$ cat config.mk
export PLATFORM = sky130hd
export DESIGN_NAME = seq_mult_4x4
export DESIGN_NICKNAME = d
export VERILOG_FILES = /design/src/rtl/seq_mult_4x4_pkg.sv /design/src/rtl/seq_mult_4x4_rca.sv /design/src/rtl/seq_mult_4x4.sv
export SDC_FILE = /design/constraint.sdc
export NUM_CORES = 1
export LEC_CHECK = 0
export CORE_MARGIN = 3
export CORE_UTILIZATION = 46
export CTS_CLUSTER_SIZE = 25
export DETAILED_ROUTE_END_ITERATION = 10
export PLACE_DENSITY = 0.74
export SLEW_MARGIN = 20
export SYNTH_ARGS = -nofsm -noshare
export SYNTH_HDL_FRONTEND = slang
export SYNTH_HIERARCHICAL = 1
export SYNTH_SLANG_ARGS = --single-unit
$ cat constraint.sdc
create_clock -name clk -period 2.4 [get_ports clk]
set_clock_uncertainty 0.15 [all_clocks]
set_input_delay 0.36 -clock clk [delete_from_list [all_inputs] [get_ports clk]]
set_output_delay 0.36 -clock clk [all_outputs]
set_load 0.05 [all_outputs]
$ cat src/rtl/seq_mult_4x4_pkg.sv
`default_nettype none
// ============================================================================
// Module  : seq_mult_4x4_pkg
// Purpose : Shared types and constants for the sequential 4x4 multiplier:
//           controller state encoding, the final iteration index and the
//           operand/product widths.
// Ports   : none (package)
// Config  : none
// Revision: 1.0 - initial release
// ============================================================================
package seq_mult_4x4_pkg;

    // Operand width. The adder is a fixed 4-bit ripple-carry block, so this is
    // the only supported value.
    localparam int OP_W   = 4;
    localparam int PROD_W = 2 * OP_W;

    // Iteration count value at which the fourth (last) add/shift happens.
    localparam logic [1:0] ITER_LAST = 2'd3;

    // Controller states. Encoding 2'd3 is unused and recovers to IDLE.
    typedef enum logic [1:0] {
        IDLE = 2'd0,
        CALC = 2'd1,
        DONE = 2'd2
    } state_t;

endpackage : seq_mult_4x4_pkg
`default_nettype wire

$ cat src/rtl/seq_mult_4x4_rca.sv
`default_nettype none
// ============================================================================
// Module  : four_bit_rca
// Purpose : 4-bit ripple-carry adder built from a chain of full adders.
// Ports   : i_a    [3:0] addend A
//           i_b    [3:0] addend B
//           i_cin        carry in
//           o_sum  [3:0] sum
//           o_cout       carry out of bit 3
// Config  : none
// Revision: 1.0 - initial release
// ============================================================================
module four_bit_rca (
    input  logic [3:0] i_a,
    input  logic [3:0] i_b,
    input  logic       i_cin,
    output logic [3:0] o_sum,
    output logic       o_cout
);

    // w_carry[i] is the carry into bit i; w_carry[4] is the final carry out.
    logic [4:0] w_carry;

    assign w_carry[0] = i_cin;

    genvar gi;
    generate
        for (gi = 0; gi < 4; gi++) begin : g_bit
            assign o_sum[gi]     = i_a[gi] ^ i_b[gi] ^ w_carry[gi];
            assign w_carry[gi+1] = (i_a[gi] & i_b[gi])
                                 | (i_a[gi] & w_carry[gi])
                                 | (i_b[gi] & w_carry[gi]);
        end
    endgenerate

    assign o_cout = w_carry[4];

endmodule : four_bit_rca
`default_nettype wire

$ cat src/rtl/seq_mult_4x4.sv
`default_nettype none
// ============================================================================
// Module  : seq_mult_4x4
// Purpose : Sequential 4x4 unsigned shift-and-add multiplier with a
//           start/busy/done handshake. One four_bit_rca is reused once per
//           cycle as the partial-product adder; four iterations form the
//           8-bit product.
// Ports   : clk          clock, rising edge
//           rst          synchronous active-high reset
//           start        request, sampled only while idle
//           a     [3:0]  multiplicand, captured on accepted start
//           b     [3:0]  multiplier, captured on accepted start
//           busy         high whenever the controller is not idle
//           done         one-cycle completion pulse
//           product[7:0] a*b, valid from the done cycle, held afterwards
// Config  : ZERO_SKIP_EN - when defined, an accepted start with a zero
//           operand completes in one cycle with product 0.
// Revision: 1.0 - initial release
// ============================================================================
module seq_mult_4x4
    import seq_mult_4x4_pkg::*;
#(
    // Only 4 is legal: the shared adder is a fixed-width 4-bit block.
    parameter int WIDTH = OP_W
) (
    input  logic               clk,
    input  logic               rst,
    input  logic               start,
    input  logic [WIDTH-1:0]   a,
    input  logic [WIDTH-1:0]   b,
    output logic               busy,
    output logic               done,
    output logic [PROD_W-1:0]  product
);

    state_t              r_state;
    logic [1:0]          r_count;
    logic [WIDTH-1:0]    r_m;        // captured multiplicand
    logic [PROD_W-1:0]   r_p;        // {U, Q}: upper accumulator, lower multiplier
    logic                r_busy;
    logic                r_done;
    logic [PROD_W-1:0]   r_product;

    logic [WIDTH-1:0]    w_sum;
    logic                w_cout;
    logic [WIDTH:0]      w_add;      // {carry, partial sum} entering the shift
    logic [PROD_W-1:0]   w_p_next;

    four_bit_rca u_add (
        .i_a    (r_p[PROD_W-1:WIDTH]),
        .i_b    (r_m),
        .i_cin  (1'b0),
        .o_sum  (w_sum),
        .o_cout (w_cout)
    );

    // Add M only when the current multiplier LSB is set, then shift the
    // whole {carry, U, Q} right by one; the carry lands in the product MSB.
    assign w_add    = r_p[0] ? {w_cout, w_sum} : {1'b0, r_p[PROD_W-1:WIDTH]};
    assign w_p_next = {w_add, r_p[WIDTH-1:1]};

`ifdef ZERO_SKIP_EN
    logic w_zero_op;
    assign w_zero_op = (a == '0) || (b == '0);
`endif

    always_ff @(posedge clk) begin
        if (rst) begin
            r_state   <= IDLE;
            r_count   <= 2'd0;
            r_m       <= '0;
            r_p       <= '0;
            r_busy    <= 1'b0;
            r_done    <= 1'b0;
            r_product <= '0;
        end else begin
            case (r_state)
                IDLE: begin
                    r_done <= 1'b0;
                    if (start) begin
                        r_m     <= a;
                        r_p     <= {{WIDTH{1'b0}}, b};
                        r_count <= 2'd0;
                        r_busy  <= 1'b1;
`ifdef ZERO_SKIP_EN
                        if (w_zero_op) begin
                            r_state   <= DONE;
                            r_done    <= 1'b1;
                            r_product <= '0;
                        end else begin
                            r_state <= CALC;
                        end
`else
                        r_state <= CALC;
`endif
                    end
                end

                CALC: begin
                    r_p     <= w_p_next;
                    r_count <= r_count + 2'd1;
                    if (r_count == ITER_LAST) begin
                        // Product is taken from the final shifted value so it
                        // is valid in the same cycle done rises.
                        r_state   <= DONE;
                        r_done    <= 1'b1;
                        r_product <= w_p_next;
                    end
                end

                DONE: begin
                    r_state <= IDLE;
                    r_done  <= 1'b0;
                    r_busy  <= 1'b0;
                end

                default: begin
                    r_state <= IDLE;
                    r_done  <= 1'b0;
                    r_busy  <= 1'b0;
                end
            endcase
        end
    end

    assign busy    = r_busy;
    assign done    = r_done;
    assign product = r_product;

endmodule : seq_mult_4x4
`default_nettype wire

==> out/results.ini <==
[run_status]
status = complete, no violations

[sta]
worst_pin_slew_ns = 0.503
fin_setup_tns_ns = 0
finalMaxSlewViolations = 0
setup_violations = 0
rsz0062_at_grt = yes
timing.fmax_mhz = 427
hold_viol_final = 0
fin_crit_sh = 0.976
max_slew_margin = 0.664
period_needed_ns = 2.34

[synthesis]
ys.flop_type = dfxtp_1
synth-warning-count = 6
synth_top_area_share = 0.429
syn-cell-area_um2 = 1210
syn_nets = 131
seq_area_frac_synth = 0.429
yosysTopAreaCell = dfxtp_1
post_synth_num_cell_types = 33
async_flop_share = 0
synthTopCellsByArea = dfxtp_1 43%, mux2i_1 12%, fa_1 6.6%
synth_edf_count = 0
synth-seq-cells = 26
synth.avg_cell_area_um2 = 10.5
synth_cells = 115

[worst_setup_path]
r2r_cells = 10
cp_num_buf_inv = 4
cp_num_cells = 10
crit_end = product[6]
arrival_ns = 2.40
required_ns = 2.46
critPathLaunchType = flop
worstPathMaxFanout = 2
path_cells = inv_2 -> fa_1 -> inv_1 -> fa_2 -> fa_2 -> inv_2 -> fa_1 -> inv_1 -> mux2i_2 -> a211oi_2
rr_endpoint = product[6]
critPathCaptureType = flop
reg2reg_slack_ns = 0.06
setup.worst_path.start = r_p[4]
r2r_start = r_p[4]
cpLargestDelayFamily = adder cells
crit_type = reg -> reg
cpPeakStageDelay_ns = 0.46
cpMaxStageDelayCell = fa_1

[die]
rows = 17
dieArea_um2 = 3290
die_x_um = 57.3
start_util = 0.514
placeableCoreArea_um2 = 2360
die_y_um = 57.3
ios = 21

[drt]
ant_nets = 0
drt_iter0_markers = 8
drc = 0
routed_wirelength_um = 2070
firstDrtPassIters = 4
wl_per_cell_um = 12.7
vias = 840
viasPerCell = 5.15

[cts]
cts.sinks = 26
cts_buffers = 3
insertion_delay_ns = 0.32
clkTransAtPathRegs_ns = 0.14
cts_tree = done
clockBufferDepth = 2
root_buffer = clkbuf_4
holdBufCountCts = 0
h-tree-depth = 1

[power_and_ir_drop]
pwr_density_cell_nw_per_um2 = 535
p_total_mw = 0.780
peakVddDrop_v = 0.000302
p_leak_nw = 0.544

[global_routing]
first_global_vias = 841
track_usage = 0.147
grt_pass1_wl_um = 3820
grt_max_degree = 15
grt_overflow = 0
antenna_found_initial = 0

[final_layout]
final_layout_size_suffix_gt1_frac = 0.185
finalNetCount = 152
final_cell_area_um2 = 1460
nFillCells = 199
antennaDiodeCount = 0
area_growth_pct = 20.2

[worst_hold_path]
hold_path_class = reg -> reg

[placed_design]
post_dp_cell_area_um2 = 1410
portBuffers = 20
dp.final_hpwl_um = 1590
gp_congestion = 0.805

[job]
cap_violations = 0

-- cell usage in the layout (no fill, tap or decap), types with 2 or more instances in the layout --
cell	count
nor2b_1	2
inv_2	2
fa_2	2
nor2_2	3
buf_4	3
dfxtp_2	2
clkdlybuf4s50_1	20
nand2b_1	2
a21oi_1	3
fa_1	2
a211oi_1	3
clkbuf_4	3
inv_1	9
mux2i_1	14
dfxtp_1	24
a211oi_2	3
nor2_1	15
o2bb2ai_1	3
nor3_1	2
-- layout make-up --
type / count / area, µm² / area share
Multi-Input combinational cell: 71 / 599 / 0.411
Timing Repair Buffer: 23 / 223 / 0.153
Sequential cell: 26 / 523 / 0.359
Tap cell: 28 / 35.0 / 0.0240
Clock buffer: 4 / 36.3 / 0.0249
Inverter: 11 / 41.3 / 0.0283
-- power by group --
part | leakage [nW] | switching (mW) | internal (mW)
clock | 0.0210 | 0.124 | 0.0928
sequential | 0.213 | 0.0195 | 0.448
combinational | 0.310 | 0.0441 | 0.0520
-- worst min-delay path by stage --
stage	start	to	slack [ns]	cells after the start
2_1_floorplan	r_count[1]	r_count[1]	0.30	1
3_3_place_gp	done	done	0.30	2
3_5_place_dp	r_count[1]	r_count[1]	0.31	1
4_1_cts	done	done	0.35	2
5_1_grt	busy	busy	0.36	2
6_report	done	done	0.34	2
-- synth_stat cells (2+ instances only) --
library cell and number:
nor3_1 2, buf_6 2, nor2b_1 2, a21oi_1 3
a211oi_1 3, fa_1 4, mux2i_1 15, o2bb2ai_1 3
a211oi_2 3, inv_1 11, nor2_1 15, nor2_2 3
nand2b_1 2, dfxtp_1 26, buf_2 3
-- worst min-delay path, delay by kind of cell, from the launching register on --
family           cells  cell delay [ns]
flip-flops           1             0.36
AND/OR/NAND/NOR      2             0.11
-- cell families (layout without fill, tap and decap cells) --
logic type / Yosys count / after routing / synth area share
other cells: 1 / 1 / 0.00309
fa+ha+maj: 5 / 5 / 0.0764
simple gates: 33 / 33 / 0.160
flops: 26 / 26 / 0.429
buf+inv: 18 / 38 / 0.0836
mux: 16 / 16 / 0.133
compound gates: 16 / 16 / 0.115
-- timing repair --
item                                    in CTS  in global routing
gates resized for setup                      2                  5
setup buffers                                0                  0
pin swaps                                    0                  4
endpoints found under the hold margin        0                  0
endpoints found under the setup margin       2                  2
-- per-stage QoR --
stage | hold WS [ns] | util | std cells | setup slack [ns]
after floorplan | 0.296 | - | 115 | 0.0612
after global placement | 0.302 | 0.597 | 159 | 0.0269
after detailed placement | 0.313 | 0.597 | 159 | -0.0137
after CTS | 0.346 | 0.614 | 163 | 0.00125
after global routing | 0.362 | 0.617 | 163 | -0.0501
final | 0.340 | 0.617 | 163 | 0.0580
-- routing by layer --
metal | GRT usage | up-vias | wire length (µm) | part of all wire
met5 | 0 | - | 0 | 0
met4 | 0.0695 | 0 | 43 | 0.021
met3 | 0.0226 | 5 | 72 | 0.035
met2 | 0.229 | 17 | 987 | 0.48
met1 | 0.198 | 394 | 970 | 0.47
li1 | - | 424 | - | -
-- state kept, by name, summed over array words and instances (netlist names) --
register and count:
busy 1, r_p 8, r_count 2, r_state 2
done 1, r_m 4, product 8
Note: power is estimated with default switching activity, not from simulation.
